===== config.mk =====
export PLATFORM = sky130hd
export DESIGN_NAME = hazard_control
export DESIGN_NICKNAME = d
export VERILOG_FILES = /design/src/rtl/pipeline_pkg.sv /design/src/rtl/hazard_detect.sv /design/src/rtl/hazard_control.sv
export SDC_FILE = /design/constraint.sdc
export NUM_CORES = 1
export LEC_CHECK = 0
export ABC_AREA = 1
export BUFFER_PORTS_ARGS = -buffer_cell sky130_fd_sc_hd__buf_2
export CORE_ASPECT_RATIO = 1.75
export CORE_MARGIN = 3
export CORE_UTILIZATION = 58
export DETAILED_ROUTE_END_ITERATION = 7
export GPL_TIMING_DRIVEN = 0
export PLACE_DENSITY = 0.86
export SYNTH_ARGS = -nofsm -noshare
export SYNTH_HDL_FRONTEND = slang
export SYNTH_SLANG_ARGS = --single-unit

===== constraint.sdc =====
create_clock -name clock -period 5.2 [get_ports clock]
set_input_delay 0.26 -clock clock [delete_from_list [all_inputs] [get_ports clock]]
set_output_delay 0.26 -clock clock [all_outputs]
set_load 0.005 [all_outputs]

===== src/rtl/pipeline_pkg.sv =====
// Shared pipeline definitions: opcode constants, hazard FSM encoding and
// register-file constants used by the hazard and forwarding logic.
package pipeline_pkg;

    localparam logic [6:0] OP_LOAD   = 7'b000_0011;
    localparam logic [6:0] OP_STORE  = 7'b010_0011;
    localparam logic [6:0] OP_OP     = 7'b011_0011;
    localparam logic [6:0] OP_OP_IMM = 7'b001_0011;
    localparam logic [6:0] OP_BRANCH = 7'b110_0011;
    localparam logic [6:0] OP_JAL    = 7'b110_1111;
    localparam logic [6:0] OP_JALR   = 7'b110_0111;
    // Multi-cycle multiply lives in its own opcode slot so execute can see it
    // without decoding funct fields.
    localparam logic [6:0] OP_MUL    = 7'b000_1011;

    localparam logic [4:0] REG_ZERO  = 5'd0;

    typedef enum logic [1:0] {
        IDLE        = 2'd0,
        MUL_BUSY    = 2'd1,
        DC_WAIT     = 2'd2,
        DC_WAIT_MUL = 2'd3
    } hc_state_e;

    // True in the states that are waiting for a data-cache line to return.
    function automatic logic in_dc_wait(input hc_state_e st);
        return (st == DC_WAIT) || (st == DC_WAIT_MUL);
    endfunction

endpackage


===== src/rtl/hazard_detect.sv =====
// Load-use hazard compare between the load in execute and the instruction
// in decode. Purely combinational so the forwarding unit can share it.
module hazard_detect
    import pipeline_pkg::*;
(
    input  logic [4:0] d_src_reg_1,
    input  logic [4:0] d_src_reg_2,
    input  logic       d_uses_src_2,
    input  logic [4:0] x_dst_reg,
    input  logic       x_mem_read,
    output logic       load_use
);

    logic src_1_match_s;
    logic src_2_match_s;

    assign src_1_match_s = (x_dst_reg == d_src_reg_1);
    assign src_2_match_s = d_uses_src_2 & (x_dst_reg == d_src_reg_2);

    // x0 is hardwired, so a load targeting it never creates a dependency.
    assign load_use = x_mem_read & (x_dst_reg != REG_ZERO) & (src_1_match_s | src_2_match_s);

endmodule


===== src/rtl/hazard_control.sv =====
// Pipeline stall/flush controller: combines load-use, multiply occupancy,
// cache misses and taken branches into per-stage stall and flush controls.
module hazard_control
    import pipeline_pkg::*;
#(
    parameter int MUL_LATENCY = 5,
    parameter int CNT_W       = 4
) (
    input  logic        clock,
    input  logic        reset,
    input  logic [4:0]  d_src_reg_1,
    input  logic [4:0]  d_src_reg_2,
    input  logic        d_uses_src_2,
    input  logic [4:0]  x_dst_reg,
    input  logic        x_mem_read,
    input  logic [6:0]  x_opcode,
    input  logic        x_branch_taken,
    input  logic        ic_miss,
    input  logic        ic_ready,
    input  logic        dc_miss,
    input  logic        dc_ready,
    output logic        f_stall,
    output logic        d_stall,
    output logic        d_flush,
    output logic        f_flush,
    output logic        x_stall,
    output logic        m_stall,
    output logic [31:0] stall_cycles
);

    // A MUL holds execute for MUL_LATENCY-1 cycles: the trigger cycle plus
    // MUL_LOAD+1 counted cycles, releasing when the counter reads zero.
    localparam logic             MUL_STALLS = (MUL_LATENCY > 1) ? 1'b1 : 1'b0;
    localparam logic [CNT_W-1:0] MUL_LOAD   = (MUL_LATENCY > 1) ? CNT_W'(MUL_LATENCY - 2)
                                                                : {CNT_W{1'b0}};

    hc_state_e        state_r;
    logic [CNT_W-1:0] cnt_r;
    logic [31:0]      stall_cycles_r;

    logic dc_hold_s;
    logic mul_hold_s;
    logic load_use_s;
    logic x_stall_s;
    logic d_stall_s;
    logic f_stall_s;
    logic flush_s;

    hazard_detect u_hazard_detect (
        .d_src_reg_1  (d_src_reg_1),
        .d_src_reg_2  (d_src_reg_2),
        .d_uses_src_2 (d_uses_src_2),
        .x_dst_reg    (x_dst_reg),
        .x_mem_read   (x_mem_read),
        .load_use     (load_use_s)
    );

    // Memory-stage hold and multiply occupancy hold from FSM state plus inputs.
    always_comb begin
        dc_hold_s  = in_dc_wait(state_r) ? ~dc_ready : dc_miss;
        mul_hold_s = 1'b0;
        case (state_r)
            IDLE: begin
                if (!dc_miss && (x_opcode == OP_MUL) && MUL_STALLS) begin
                    mul_hold_s = 1'b1;
                end else begin
                    mul_hold_s = 1'b0;
                end
            end
            MUL_BUSY: begin
                if (!dc_miss) begin
                    mul_hold_s = (cnt_r != {CNT_W{1'b0}});
                end else begin
                    mul_hold_s = 1'b0;
                end
            end
            // The MUL is still parked in execute; the dc_ready cycle must keep
            // it there so it resumes counting from where it was frozen.
            DC_WAIT_MUL: mul_hold_s = 1'b1;
            DC_WAIT:     mul_hold_s = 1'b0;
            default:     mul_hold_s = 1'b0;
        endcase
    end

    // Stage controls; a flush is withheld while execute is held because it
    // would override the hold and destroy the held instruction.
    always_comb begin
        x_stall_s = dc_hold_s | mul_hold_s;
        d_stall_s = x_stall_s | load_use_s;
        f_stall_s = d_stall_s | (ic_miss & ~ic_ready);
        flush_s   = x_branch_taken & ~x_stall_s;
        if (reset) begin
            m_stall = 1'b0;
            x_stall = 1'b0;
            d_stall = 1'b0;
            f_stall = 1'b0;
            d_flush = 1'b0;
            f_flush = 1'b0;
        end else begin
            m_stall = dc_hold_s;
            x_stall = x_stall_s;
            d_stall = d_stall_s;
            f_stall = f_stall_s;
            d_flush = flush_s;
            f_flush = flush_s;
        end
    end

    // FSM, multiply down-counter and saturating fetch-stall counter.
    always_ff @(posedge clock) begin
        if (reset) begin
            state_r        <= IDLE;
            cnt_r          <= {CNT_W{1'b0}};
            stall_cycles_r <= 32'd0;
        end else begin
            if (f_stall_s && (stall_cycles_r != 32'hFFFF_FFFF)) begin
                stall_cycles_r <= stall_cycles_r + 32'd1;
            end else begin
                stall_cycles_r <= stall_cycles_r;
            end
            case (state_r)
                IDLE: begin
                    if (dc_miss) begin
                        state_r <= DC_WAIT;
                    end else if (mul_hold_s) begin
                        state_r <= MUL_BUSY;
                        cnt_r   <= MUL_LOAD;
                    end else begin
                        state_r <= IDLE;
                    end
                end
                MUL_BUSY: begin
                    if (dc_miss) begin
                        state_r <= DC_WAIT_MUL;
                    end else if (cnt_r == {CNT_W{1'b0}}) begin
                        state_r <= IDLE;
                    end else begin
                        cnt_r <= cnt_r - {{(CNT_W-1){1'b0}}, 1'b1};
                    end
                end
                DC_WAIT: begin
                    if (dc_ready) begin
                        state_r <= IDLE;
                    end else begin
                        state_r <= DC_WAIT;
                    end
                end
                DC_WAIT_MUL: begin
                    if (dc_ready) begin
                        state_r <= MUL_BUSY;
                    end else begin
                        state_r <= DC_WAIT_MUL;
                    end
                end
                default: begin
                    state_r <= IDLE;
                    cnt_r   <= {CNT_W{1'b0}};
                end
            endcase
        end
    end

    assign stall_cycles = stall_cycles_r;

endmodule


Yosys cells after proc, flatten, opt, wreduce, memory -nomap -nowiden. Cells that the tools add are included.

Register bits after elaboration: 38. Word-level logic and storage cells: 60. Output and inout bits: 38. Bits of input ports: 31.

Equality and inequality tests: 12. Bitwise gates (word level): 12. Multiplexer cells: 21. Reductions and logical operators: 10. $add $sub $neg: 2.

Operator list (count): 32-bit by 1-bit adder with 32-bit output (second input constant) (1); 32-bit != test (second input constant) (1); 4-bit two-way mux (4); 5-bit equality test (2); 2-bit two-way mux (5); 1-bit two-way mux (9); 2-bit != test (second input constant) (4); 2-bit one-hot mux with 4 select lines (1); 4-bit one-hot mux with 2 select lines (1); 7-bit by 4-bit equality test with 1-bit output (second input constant) (1); 1-bit AND (5); 5-bit AND reduction (1); 5-bit nonzero test (1); 2-bit equality test (second input constant) (2); 4-bit zero test (1); 1-bit bitwise OR (4); 1-bit one-hot mux with 4 select lines (1); 4-bit nonzero test (1); 4-bit by 1-bit subtractor with 4-bit output (second input constant) (1); 3-bit != test (second input constant) (1); 1-bit NOT (3); 2-bit by 1-bit equality test with 1-bit output (second input constant) (1); 1-bit logical AND (2); 2-bit zero test (1); 3 further kinds (3).

Logic depth before layout (Yosys ltp).
Word-level depth: 8. Depth in mapped cells: 13. Mapped depth without buffers: 12.

Modules after synthesis. Synthesis repeated with hierarchy kept, for this count alone.

Cells, all modules: 490. Area, all modules: 2751.4 µm².

Modules (own cells, without submodules): hazard_control (cells an instance 438, seq. area each 760.7 µm², times used 1, area an instance 2544.9 µm²); hazard_detect (cells an instance 52, seq. area each 0.0 µm², times used 1, area an instance 206.4 µm²).

Worst setup path before layout. Ideal clock, no wire load.

Path type: register -> register. From: register stall_cycles_r[0] (netlist: stall_cycles[0]). To: register stall_cycles_r[20] (netlist: stall_cycles[20]). Clock period less this slack: 1.704 ns. Arrival: 1.589 ns. Cell stages (with the launch flop): 11. Library setup time: 0.115 ns. Required time: 5.085 ns. Buffers on the path: 0. Slack: 3.496 ns. Cells stage by stage: dfxtp_1 > ha_1 > nand2_1 > nor2_1 > nand2_1 > nor2_1 > nand3_1 > nand3_1 > nor2_1 > a21oi_1 > nor2_1.

Longest elaborated chain between the ends: 2. Elaborated cells between the ends (all ways): 3. Classes of those cells: 1 x add/sub; 1 x eq/ne; 1 x reduce/logical.

Ends and longest elaborated chain: from (decl) (RTL line hazard_control.sv:39) `logic [31:0] stall_cycles_r;`; from (signal assigned) (RTL line hazard_control.sv:117) `stall_cycles_r <= stall_cycles_r + 32'd1;`; from (signal assigned) (RTL line hazard_control.sv:119) `stall_cycles_r <= stall_cycles_r;`; parallel branches: the longest is 2 deep, another holds 32-bit by 1-bit adder with 32-bit output.

Parallel ways; which one is timed is not known. A chain may end at the register's enable or synchronous reset.

Final worst setup path.
From: register cnt_r[0]. To: output f_stall.

Longest elaborated chain between the ends: 7.

Ends and longest elaborated chain: from (decl) (RTL line hazard_control.sv:38) `logic [CNT_W-1:0] cnt_r;`; from (signal assigned) (RTL line hazard_control.sv:113) `cnt_r <= {CNT_W{1'b0}};`; from (signal assigned) (RTL line hazard_control.sv:138) `cnt_r <= cnt_r - {{(CNT_W-1){1'b0}}, 1'b1};`; from (signal assigned) (RTL line hazard_control.sv:157) `cnt_r <= {CNT_W{1'b0}};`; 4-bit nonzero test (RTL line hazard_control.sv:72) `mul_hold_s = (cnt_r != {CNT_W{1'b0}});`; 1-bit two-way mux (RTL line hazard_control.sv:71) `if (!dc_miss) begin`; 1-bit one-hot mux with 4 select lines (RTL line hazard_control.sv:62) `case (state_r)`; 1-bit bitwise OR (RTL line hazard_control.sv:88) `x_stall_s = dc_hold_s | mul_hold_s;`; 1-bit bitwise OR (RTL line hazard_control.sv:89) `d_stall_s = x_stall_s | load_use_s;`; 1-bit bitwise OR (RTL line hazard_control.sv:90) `f_stall_s = d_stall_s | (ic_miss & ~ic_ready);`; 1-bit two-way mux (RTL line hazard_control.sv:92) `if (reset) begin`; to (decl) (RTL line hazard_control.sv:22) `output logic f_stall,`.

No other way between the ends.

==> results.py <==
metrics = {
    "placed_design": {
        "dp_hpwl_mm": 5.276,
        "placed_cells": 558,
        "gp_congestion": 0.8969,
        "port_buffers": 68,
    },
    "floorplan": {
        "die_x_um": 57.24,
        "core_area_sq_um": 4404,
        "num_rows": 32,
        "ios": 69,
        "fp.dieArea_sq_um": 5476,
        "die_y_um": 95.67,
        "start_util_pct": 60.51,
    },
    "synth": {
        "syn_inst": 439,
        "syn_nets": 473,
        "ys_seq_area_share_pct": 28.54,
        "ys_ff_latch": 38,
        "synth_cell_types": 26,
        "ys.flop_type": "dfxtp_1",
        "ys_top_cells_by_area": "dfxtp_1, nand2_1, nor2_1, inv_1, nand3_2",
        "yosysTopAreaCellShare_pct": 28.54,
        "synth_edf_count": 0,
        "post-synth-top-count-cell": "nand2_1",
        "synthTopCellsByCount": "nand2_1, nor2_1, inv_1, nand3_1, dfxtp_1",
        "syn-cell-area_sq_um": 2665,
        "synth_top_area_cell": "dfxtp_1",
        "syn_avg_cell_area_sq_um": 6.071,
        "async_flop_share_pct": 0,
        "synth_warnings": 0,
    },
    "worst_setup_path": {
        "path_cells": "inv_1 -> ha_1 -> nand3_1 -> nand2_2 -> nand2_2 -> a21oi_4 -> nand3_2 -> buf_6 -> buf_6 -> nand2_1 -> inv_1 -> buf_2",
        "worst-path-max-fanout": 10,
        "worstSetupPathType": "reg -> out",
        "crit_path_end_kind": "output pin",
        "critPathArrivalTime_ns": 2.01,
        "start_kind": "flop",
        "worstPathRequired_ns": 4.94,
        "cp_slowest_cell": "dfxtp_1",
        "cpPeakStageDelay_ns": 0.30,
    },
    "grt": {
        "antenna_found_initial": 0,
        "grt_overflow": 0,
        "grt_util_all_layers_pct": 25.46,
        "grt_pass1_vias": 2805,
        "grt_max_degree": 11,
        "grt_pass1_wl_mm": 11.16,
    },
    "routing": {
        "drcViolationCount": 0,
        "drt_pass1_iterations": 4,
        "vias": 2978,
        "drt-vias-per-instance": 5.280,
        "drtIter0Drc": 152,
        "routed_wl_mm": 6.633,
        "ant_nets": 0,
        "post_drt_wl_per_cell_um": 11.76,
    },
    "timing": {
        "rsz0062_at_grt": "no",
        "fmax_ghz": 0.4398,
        "finalSetupTns_ns": 0,
        "final.min_clock_period_ns": 2.274,
        "worst_pin_slew_ns": 0.4633,
        "final.period_utilization_pct": 43.73,
        "relSlewSlack_pct": 69.12,
        "final_max_slew_viol_count": 0,
        "finalSetupViolCount": 0,
        "clock_skew_ns": 0.005500,
        "finalHoldViolCount": 0,
    },
    "clocking": {
        "hold_buffers": 0,
        "cts_root_buffer": "clkbuf_8",
        "h-tree-depth": 2,
        "clk_latency_ns": 0.30,
        "cts.sinks": 38,
        "cts_setup_buffers": 0,
        "cts-resized-gates": 0,
        "clkTransAtPathRegs_ns": 0.07,
        "cts_buffers": 5,
        "clock_path_buffers": 2,
        "cts_tree": "yes",
    },
    "final_layout": {
        "syn_to_final_growth_pct": 18.26,
        "multi_input_area_sq_um": 1554,
        "fillCellCount": 437,
        "register_area_sq_um": 760.7,
        "drive_gt1_share_pct": 21.44,
        "nets": 548,
        "antenna_cells": 0,
        "final_cells": 564,
    },
    "status": {
        "status": "finished clean",
    },
    "min_path": {
        "hp-class": "in -> reg",
    },
    "pwr": {
        "power_uw": 615.7,
        "vdd_ir_drop_max_mv": 0.1424,
        "p_leak_uw": 0.001667,
        "p_per_area_nw_per_um2": 195.3,
    },
    "run": {
        "max_cap_violations": 0,
    },
}
==> worst max-delay path, delay by kind of cell (launching register included) <==
kind	cells	cell delay [ns]
DFF	1	0.30
adders and majority gates	1	0.17
buffers and inverters	5	0.57
AOI/OAI and AO/OA	1	0.18
and+or+nand+nor	5	0.48
==> routing by layer <==
layer	track usage, %	vias up	share of wire [%]
met3	4.607	20	5.4
met2	50.95	88	56
met1	23.57	1337	35
met5	0	-	0
li1	-	1533	-
met4	12.77	0	2.9
==> cells by family (layout without fill, tap and decap cells) <==
logic type / Yosys count / count (layout) / share of synthesized area (%)
AOI/OAI and AO/OA: 44 / 44 / 8.826
xor gates and xnor gates: 2 / 2 / 0.6574
adders and majority gates: 3 / 3 / 1.409
buffers and inverters: 78 / 152 / 13.15
DFF: 38 / 38 / 28.54
and+or+nand+nor: 274 / 274 / 47.42
==> sequential cells by signal, summed over array words and instances (netlist names) <==
| register | flops |
|---|---|
| stall_cycles | 32 |
| state_r | 2 |
| cnt_r | 4 |
==> where the power goes <==
group / leakage, uW / internal (uW) / switching (uW)
clock: 0.0000431 / 102 / 103
combinational: 0.00132 / 45.4 / 63.5
sequential: 0.000307 / 296 / 5.17
==> final cells by class <==
| class | instances | area share, % |
|---|---|---|
| plain buffers | 12 | 3.255 |
| clock buffers | 6 | 2.620 |
| flip-flops and latches | 38 | 24.14 |
| repair buffers | 68 | 10.80 |
| well taps | 51 | 2.025 |
| inverters | 66 | 7.860 |
| multi-input cells | 323 | 49.31 |
==> metrics by stage <==
step	hold WS (ns)	utilization, %	instance area, sq um	setup slack, ns
floorplan	0.3294	-	2665	3.496
global placement	0.4970	69.69	3069	3.208
detailed placement	0.5191	69.69	3069	3.163
CTS	0.2052	71.56	3152	2.904
global route	0.2363	71.56	3152	2.757
finish	0.2056	71.56	3152	2.926
==> cell usage in the layout, fill, tap and decap left out, drive strengths merged <==
| cell type | instances |
|---|---|
| o21ai | 5 |
| nor3b | 2 |
| dfxtp | 38 |
| xnor2 | 1 |
| nand3b | 1 |
| ha | 3 |
| clkinv | 1 |
| nand4 | 7 |
| clkbuf | 9 |
| a31oi | 1 |
| nor2 | 81 |
| xor2 | 1 |
| o211ai | 1 |
| inv | 65 |
| nor3 | 5 |
| a21oi | 37 |
| and2 | 1 |
| buf | 77 |
| nand3 | 62 |
| nand2 | 115 |
==> final timing paths <==
| check | from | to | slack [ns] | depth (start not counted) |
|---|---|---|---|---|
| max | cnt_r[0] | f_stall | 2.93 | 12 |
| min | reset | state_r[0] | 0.21 | 2 |
| max reg2reg | stall_cycles[0] | stall_cycles[29] | 3.13 | 10 |
| min reg2reg | cnt_r[1] | cnt_r[1] | 0.53 | 2 |
Power figures use the tool's default switching activity.
